<file path="config.mk">
export PLATFORM = sky130hd
export DESIGN_NAME = load_use_hazard_unit
export DESIGN_NICKNAME = d
export VERILOG_FILES = /design/src/rtl/load_use_hazard_unit.sv
export SDC_FILE = /design/constraint.sdc
export NUM_CORES = 1
export LEC_CHECK = 0
export ABC_AREA = 1
export CAP_MARGIN = 5
export CORE_MARGIN = 2
export CORE_UTILIZATION = 35
export DETAILED_ROUTE_END_ITERATION = 10
export GPL_ROUTABILITY_DRIVEN = 0
export HOLD_SLACK_MARGIN = 0.03
export PLACE_DENSITY = 0.75
export SYNTH_ARGS = -nofsm -noshare
export SYNTH_HDL_FRONTEND = slang
export SYNTH_SLANG_ARGS = --single-unit
</file>
<file path="constraint.sdc">
create_clock -name CLK -period 1 [get_ports CLK]
set_input_delay 0.1 -clock CLK [delete_from_list [all_inputs] [get_ports CLK]]
set_output_delay 0.1 -clock CLK [all_outputs]
set_load 0.05 [all_outputs]
</file>
<file path="src/rtl/load_use_hazard_unit.sv">
// Load-use interlock and memory-busy freeze with registered EX operand-forwarding selects.
// Define LOAD_USE_PERF_CNT_EN to add the saturating STALL_COUNT port.
module load_use_hazard_unit #(
   parameter int REG_ADDR_W = 5,
   parameter int CNT_W      = 32
) (
   input  logic                  CLK,
   input  logic                  RESET,
   input  logic [REG_ADDR_W-1:0] RS1_ID,
   input  logic [REG_ADDR_W-1:0] RS2_ID,
   input  logic                  USE_RS1_ID,
   input  logic                  USE_RS2_ID,
   input  logic [REG_ADDR_W-1:0] DEST_ALU,
   input  logic                  REG_WRITE_ALU,
   input  logic                  MEM_READ_ALU,
   input  logic [REG_ADDR_W-1:0] DEST_MEM,
   input  logic                  REG_WRITE_MEM,
   input  logic                  MEM_BUSY,
   input  logic                  BRANCH_TAKEN,
   output logic                  PC_WRITE_EN,
   output logic                  IF_ID_WRITE_EN,
   output logic                  ID_EX_BUBBLE,
   output logic                  PIPE_HOLD,
   output logic [1:0]            FWD_RS1_SEL,
   output logic [1:0]            FWD_RS2_SEL
`ifdef LOAD_USE_PERF_CNT_EN
   ,
   output logic [CNT_W-1:0]      STALL_COUNT
`endif
);

   typedef enum logic [1:0] {
      RUN        = 2'b00,
      LOAD_STALL = 2'b01,
      MEM_HOLD   = 2'b10
   } state_t;

   localparam logic [1:0] SEL_RF  = 2'b00;
   localparam logic [1:0] SEL_EX  = 2'b01;
   localparam logic [1:0] SEL_MEM = 2'b10;

   state_t     state;
   state_t     state_nxt;
   logic       hazard;
   logic       state_illegal;
   logic [1:0] fwd_rs1_nxt;
   logic [1:0] fwd_rs2_nxt;

   // A load in EX cannot forward; x0 is hard-wired and never forwarded.
   function automatic logic [1:0] fwd_sel(
      input logic [REG_ADDR_W-1:0] rs,
      input logic [REG_ADDR_W-1:0] dest_alu,
      input logic                  wr_alu,
      input logic                  rd_alu,
      input logic [REG_ADDR_W-1:0] dest_mem,
      input logic                  wr_mem
   );
      if (wr_alu && dest_alu != '0 && dest_alu == rs && !rd_alu)
         return SEL_EX;
      else if (wr_mem && dest_mem != '0 && dest_mem == rs)
         return SEL_MEM;
      else
         return SEL_RF;
   endfunction

   assign hazard = MEM_READ_ALU && REG_WRITE_ALU && (DEST_ALU != '0) &&
                   ((USE_RS1_ID && DEST_ALU == RS1_ID) ||
                    (USE_RS2_ID && DEST_ALU == RS2_ID));

   // The unused encoding 2'b11 is recovered through a bubble back to RUN.
   assign state_illegal = !(state inside {RUN, LOAD_STALL, MEM_HOLD});

   // NOTE: every output of this block gets a default first, so no path leaves a latch.
   always_comb begin
      PC_WRITE_EN    = 1'b1;
      IF_ID_WRITE_EN = 1'b1;
      ID_EX_BUBBLE   = 1'b0;
      PIPE_HOLD      = 1'b0;
      state_nxt      = RUN;
      fwd_rs1_nxt    = fwd_sel(RS1_ID, DEST_ALU, REG_WRITE_ALU, MEM_READ_ALU, DEST_MEM, REG_WRITE_MEM);
      fwd_rs2_nxt    = fwd_sel(RS2_ID, DEST_ALU, REG_WRITE_ALU, MEM_READ_ALU, DEST_MEM, REG_WRITE_MEM);
      if (!RESET || state_illegal) begin
         PC_WRITE_EN    = 1'b0;
         IF_ID_WRITE_EN = 1'b0;
         ID_EX_BUBBLE   = 1'b1;
         fwd_rs1_nxt    = SEL_RF;
         fwd_rs2_nxt    = SEL_RF;
      end else if (MEM_BUSY) begin
         PIPE_HOLD      = 1'b1;
         PC_WRITE_EN    = 1'b0;
         IF_ID_WRITE_EN = 1'b0;
         state_nxt      = MEM_HOLD;
         fwd_rs1_nxt    = FWD_RS1_SEL;
         fwd_rs2_nxt    = FWD_RS2_SEL;
      end else if (BRANCH_TAKEN) begin
         ID_EX_BUBBLE   = 1'b1;
         fwd_rs1_nxt    = SEL_RF;
         fwd_rs2_nxt    = SEL_RF;
      end else if (hazard) begin
         PC_WRITE_EN    = 1'b0;
         IF_ID_WRITE_EN = 1'b0;
         ID_EX_BUBBLE   = 1'b1;
         state_nxt      = LOAD_STALL;
         fwd_rs1_nxt    = SEL_RF;
         fwd_rs2_nxt    = SEL_RF;
      end
   end

   // NOTE: sequential state uses non-blocking assignments so all registers update together.
   always_ff @(posedge CLK or negedge RESET) begin
      if (!RESET) begin
         state       <= RUN;
         FWD_RS1_SEL <= SEL_RF;
         FWD_RS2_SEL <= SEL_RF;
      end else begin
         state       <= state_nxt;
         FWD_RS1_SEL <= fwd_rs1_nxt;
         FWD_RS2_SEL <= fwd_rs2_nxt;
      end
   end

`ifdef LOAD_USE_PERF_CNT_EN
   // Only the load-use bubble counts; branch bubbles and memory holds do not.
   always_ff @(posedge CLK or negedge RESET) begin
      if (!RESET)
         STALL_COUNT <= '0;
      else if (state_nxt == LOAD_STALL && STALL_COUNT != '1)
         STALL_COUNT <= STALL_COUNT + 1'b1;
   end
`endif

endmodule

</file>
==> flow_metrics.py <==
metrics = {
    "status": {
        "status": "finished with violations",
        "failed_checks": "negative setup slack",
    },
    "floorplanning": {
        "pin_count": 37,
        "die_w_um": 48.9,
        "num_rows": 16,
        "start_util_pct": 36.4,
        "die_area_um2": 2400,
        "core_um2": 1940,
        "die_h_um": 48.9,
    },
    "final_layout": {
        "area.sequential_um2": 150,
        "multi_input_area_um2": 548,
        "diodes": 0,
        "area_growth_pct": 108,
        "nets": 225,
        "fillCellCount": 142,
        "stdcell_count": 221,
        "finalInstanceArea_um2": 1470,
        "post-route-util_pct": 75.9,
        "drive_above_1_share_pct": 44.3,
    },
    "grt": {
        "first_global_vias": 1088,
        "antenna_found_initial": 0,
        "grt_use_total_pct": 24.8,
        "grt_overflow": 0,
        "grt_max_degree": 7,
        "grt_pass1_wl_um": 4480,
    },
    "timing": {
        "max_slew.worst_pin.slew_ns": 0.208,
        "clock_skew_ns": 0.00281,
        "final_max_slew_viol_count": 0,
        "worst_hold_slack_ns": 0.223,
        "hold_viol": 0,
        "fin_crit_sh_pct": 131,
        "finalSetupViolCount": 9,
        "rsz0062_at_grt": "true",
        "slew_headroom_pct": 86.1,
        "layout_setup_ws_ns": -0.310,
        "fin_crit_ns": 1.31,
        "fmax_ghz": 0.764,
    },
    "power": {
        "seq_power_share_pct": 24.7,
        "powerDensity_nw_per_um2": 680,
        "p_int_uw": 657,
        "leakagePower_nw": 0.783,
        "vdd_drop_max_mv": 0.505,
        "switching_power_uw": 346,
        "power_mw": 1.00,
        "comb_power_share_pct": 52.8,
        "pwr-share-clk_pct": 22.5,
        "switching_share_pct": 34.5,
    },
    "cts": {
        "postCtsHoldBufs": 0,
        "cts_num_sinks": 6,
        "cts_tree": "yes",
        "clock_path_buffers": 2,
        "insertion_delay_ns": 0.25,
        "htreeDepth": 1,
        "clk_pin_slew_ns": 0.04,
        "cts_buffers": 3,
        "ctsRootBufferMaster": "clkbuf_4",
    },
    "placement": {
        "port_buffers": 36,
        "dp_cells": 200,
        "place_area_um2": 1250,
        "dp_hpwl_um": 1780,
    },
    "critical_path": {
        "cp.required_ns": 0.90,
        "critPathKind": "input pin to output port",
        "arrival_ns": 1.21,
        "crit_top_cell": "nand2_1",
        "critPathLaunchType": "input pin",
        "cp_top_family": "simple AND/OR/NAND/NOR gates",
        "endpoint_kind": "output port",
        "path_buf_inv": 4,
        "crit_fanout": 3,
        "path_cells": "buf_2 > inv_1 > nand2_1 > nand2_1 > nor2_2 > nand4_1 > nand2_2 > nand3_4 > nand2_4 > clkinvlp_4 > buf_8",
        "max_stage_delay_ns": 0.16,
        "cpMaxStageDelayCell": "buf_8",
    },
    "routing": {
        "drt-pass1-iter-count": 4,
        "drc": 0,
        "drt-total-wl_um": 2690,
        "vias_per_cell": 4.80,
        "drtIter0Drc": 28,
        "ant_nets": 0,
        "vias": 1060,
        "routedWlPerCell_um": 12.2,
    },
    "yosys": {
        "synthFlopType": "dfrtp_1",
        "synthTopCellsByArea": "nand2_1, dfrtp_1, inv_1",
        "synthArstFlopShare_pct": 100,
        "synth_top_area_cell": "nand2_1",
        "syn_nets": 155,
        "syn_area_um2": 707,
        "synth_top_area_share_pct": 26.5,
        "synth.avg_cell_area_um2": 5.61,
        "synth-seq-cells": 6,
        "ys_top_cells_by_count": "nand2_1, inv_1, nor2_1, nand3_1, xnor2_1",
        "netlist_instances": 126,
        "yosysWarnings": 0,
        "yosysUniqueCellTypes": 17,
        "yosysSeqAreaShare_pct": 21.2,
        "yosys.cell_count.top_type": "nand2_1",
        "synth_edf_count": 0,
    },
    "worst_hold_path": {
        "hp-class": "input pin to asynchronous set/reset pin",
    },
    "flow_run": {
        "drv_cap": 0,
    },
}
## sequential cells by signal, summed over array words and instances, names as in the netlist
signal       cells
FWD_RS2_SEL      2
FWD_RS1_SEL      2
state            2
## logic make-up (layout without fill, tap and decap cells)
group	after synthesis	in the layout	synth area share (%)
AO/OA/AOI/OAI	3	3	3.36
buffers and inverters	24	92	13.3
flip-flops	6	6	21.2
AND/OR/NAND/NOR	85	85	52.2
XOR/XNOR	8	8	9.91
## layer usage
layer	routed length, um	track usage (%)
met5	0	0
met4	93	17.6
met3	149	4.29
met2	1520	48.9
met1	926	22.3
## metrics by stage
stage | worst slack, ns | TNS [ns]
2_1_floorplan | -0.287 | -1.12
5_1_grt | -0.369 | -3.00
4_1_cts | -0.298 | -1.66
6_report | -0.310 | -2.44
3_5_place_dp | -0.671 | -4.59
3_3_place_gp | -0.645 | -4.30
## final timing paths
| path | start | end | slack (ns) | cells after the start |
|---|---|---|---|---|
| min in group CLK | DEST_ALU[0] | FWD_RS2_SEL[0] | 0.37 | 6 |
| max reg2reg | state[0] | FWD_RS2_SEL[1] | -0.27 | 9 |
| min reg2reg | FWD_RS2_SEL[1] | FWD_RS2_SEL[1] | 0.54 | 2 |
| max | RS1_ID[3] | PC_WRITE_EN | -0.31 | 11 |
| min | RESET | state[0] | 0.22 | 2 |
| max in group asynchronous | RESET | FWD_RS2_SEL[0] | 0.66 | 2 |
## power by group through the flow
stage                     clock [mW]  combinational [mW]  sequential, mW
after floorplan                    0               0.190           0.252
after global placement             0               0.415           0.251
after detailed placement           0               0.422           0.251
after CTS                      0.225               0.487           0.248
after global routing           0.244               0.569           0.248
final                          0.226               0.529           0.248
## layout by cell type (no fill, tap or decap), drive strengths merged
cell	Yosys	routed
a21oi	1	1
buf	1	52
clkbuf	0	3
clkdlybuf4s15	0	1
clkdlybuf4s50	0	9
clkinvlp	0	1
dfrtp	6	6
dlygate4sd2	0	4
inv	23	22
nand2	52	52
nand3	9	9
nand3b	1	1
nand4	4	4
nor2	19	19
o31ai	2	2
xnor2	7	7
xor2	1	1
## area by class of cell
| class | count | area share, % |
|---|---|---|
| tap | 27 | 2.29 |
| timing repair buffer | 66 | 42.7 |
| multi-input combinational | 96 | 37.2 |
| sequential | 6 | 10.2 |
| inverter | 23 | 6.11 |
| clock buffer | 3 | 1.53 |
## timing repair
item                       CTS  global route
cloned                       0             0
setup buffers               18             3
gates resized for setup     90             9
pin swaps                   27            13
setup endpoints to repair    9             9
Power figures use the tool's default switching activity.
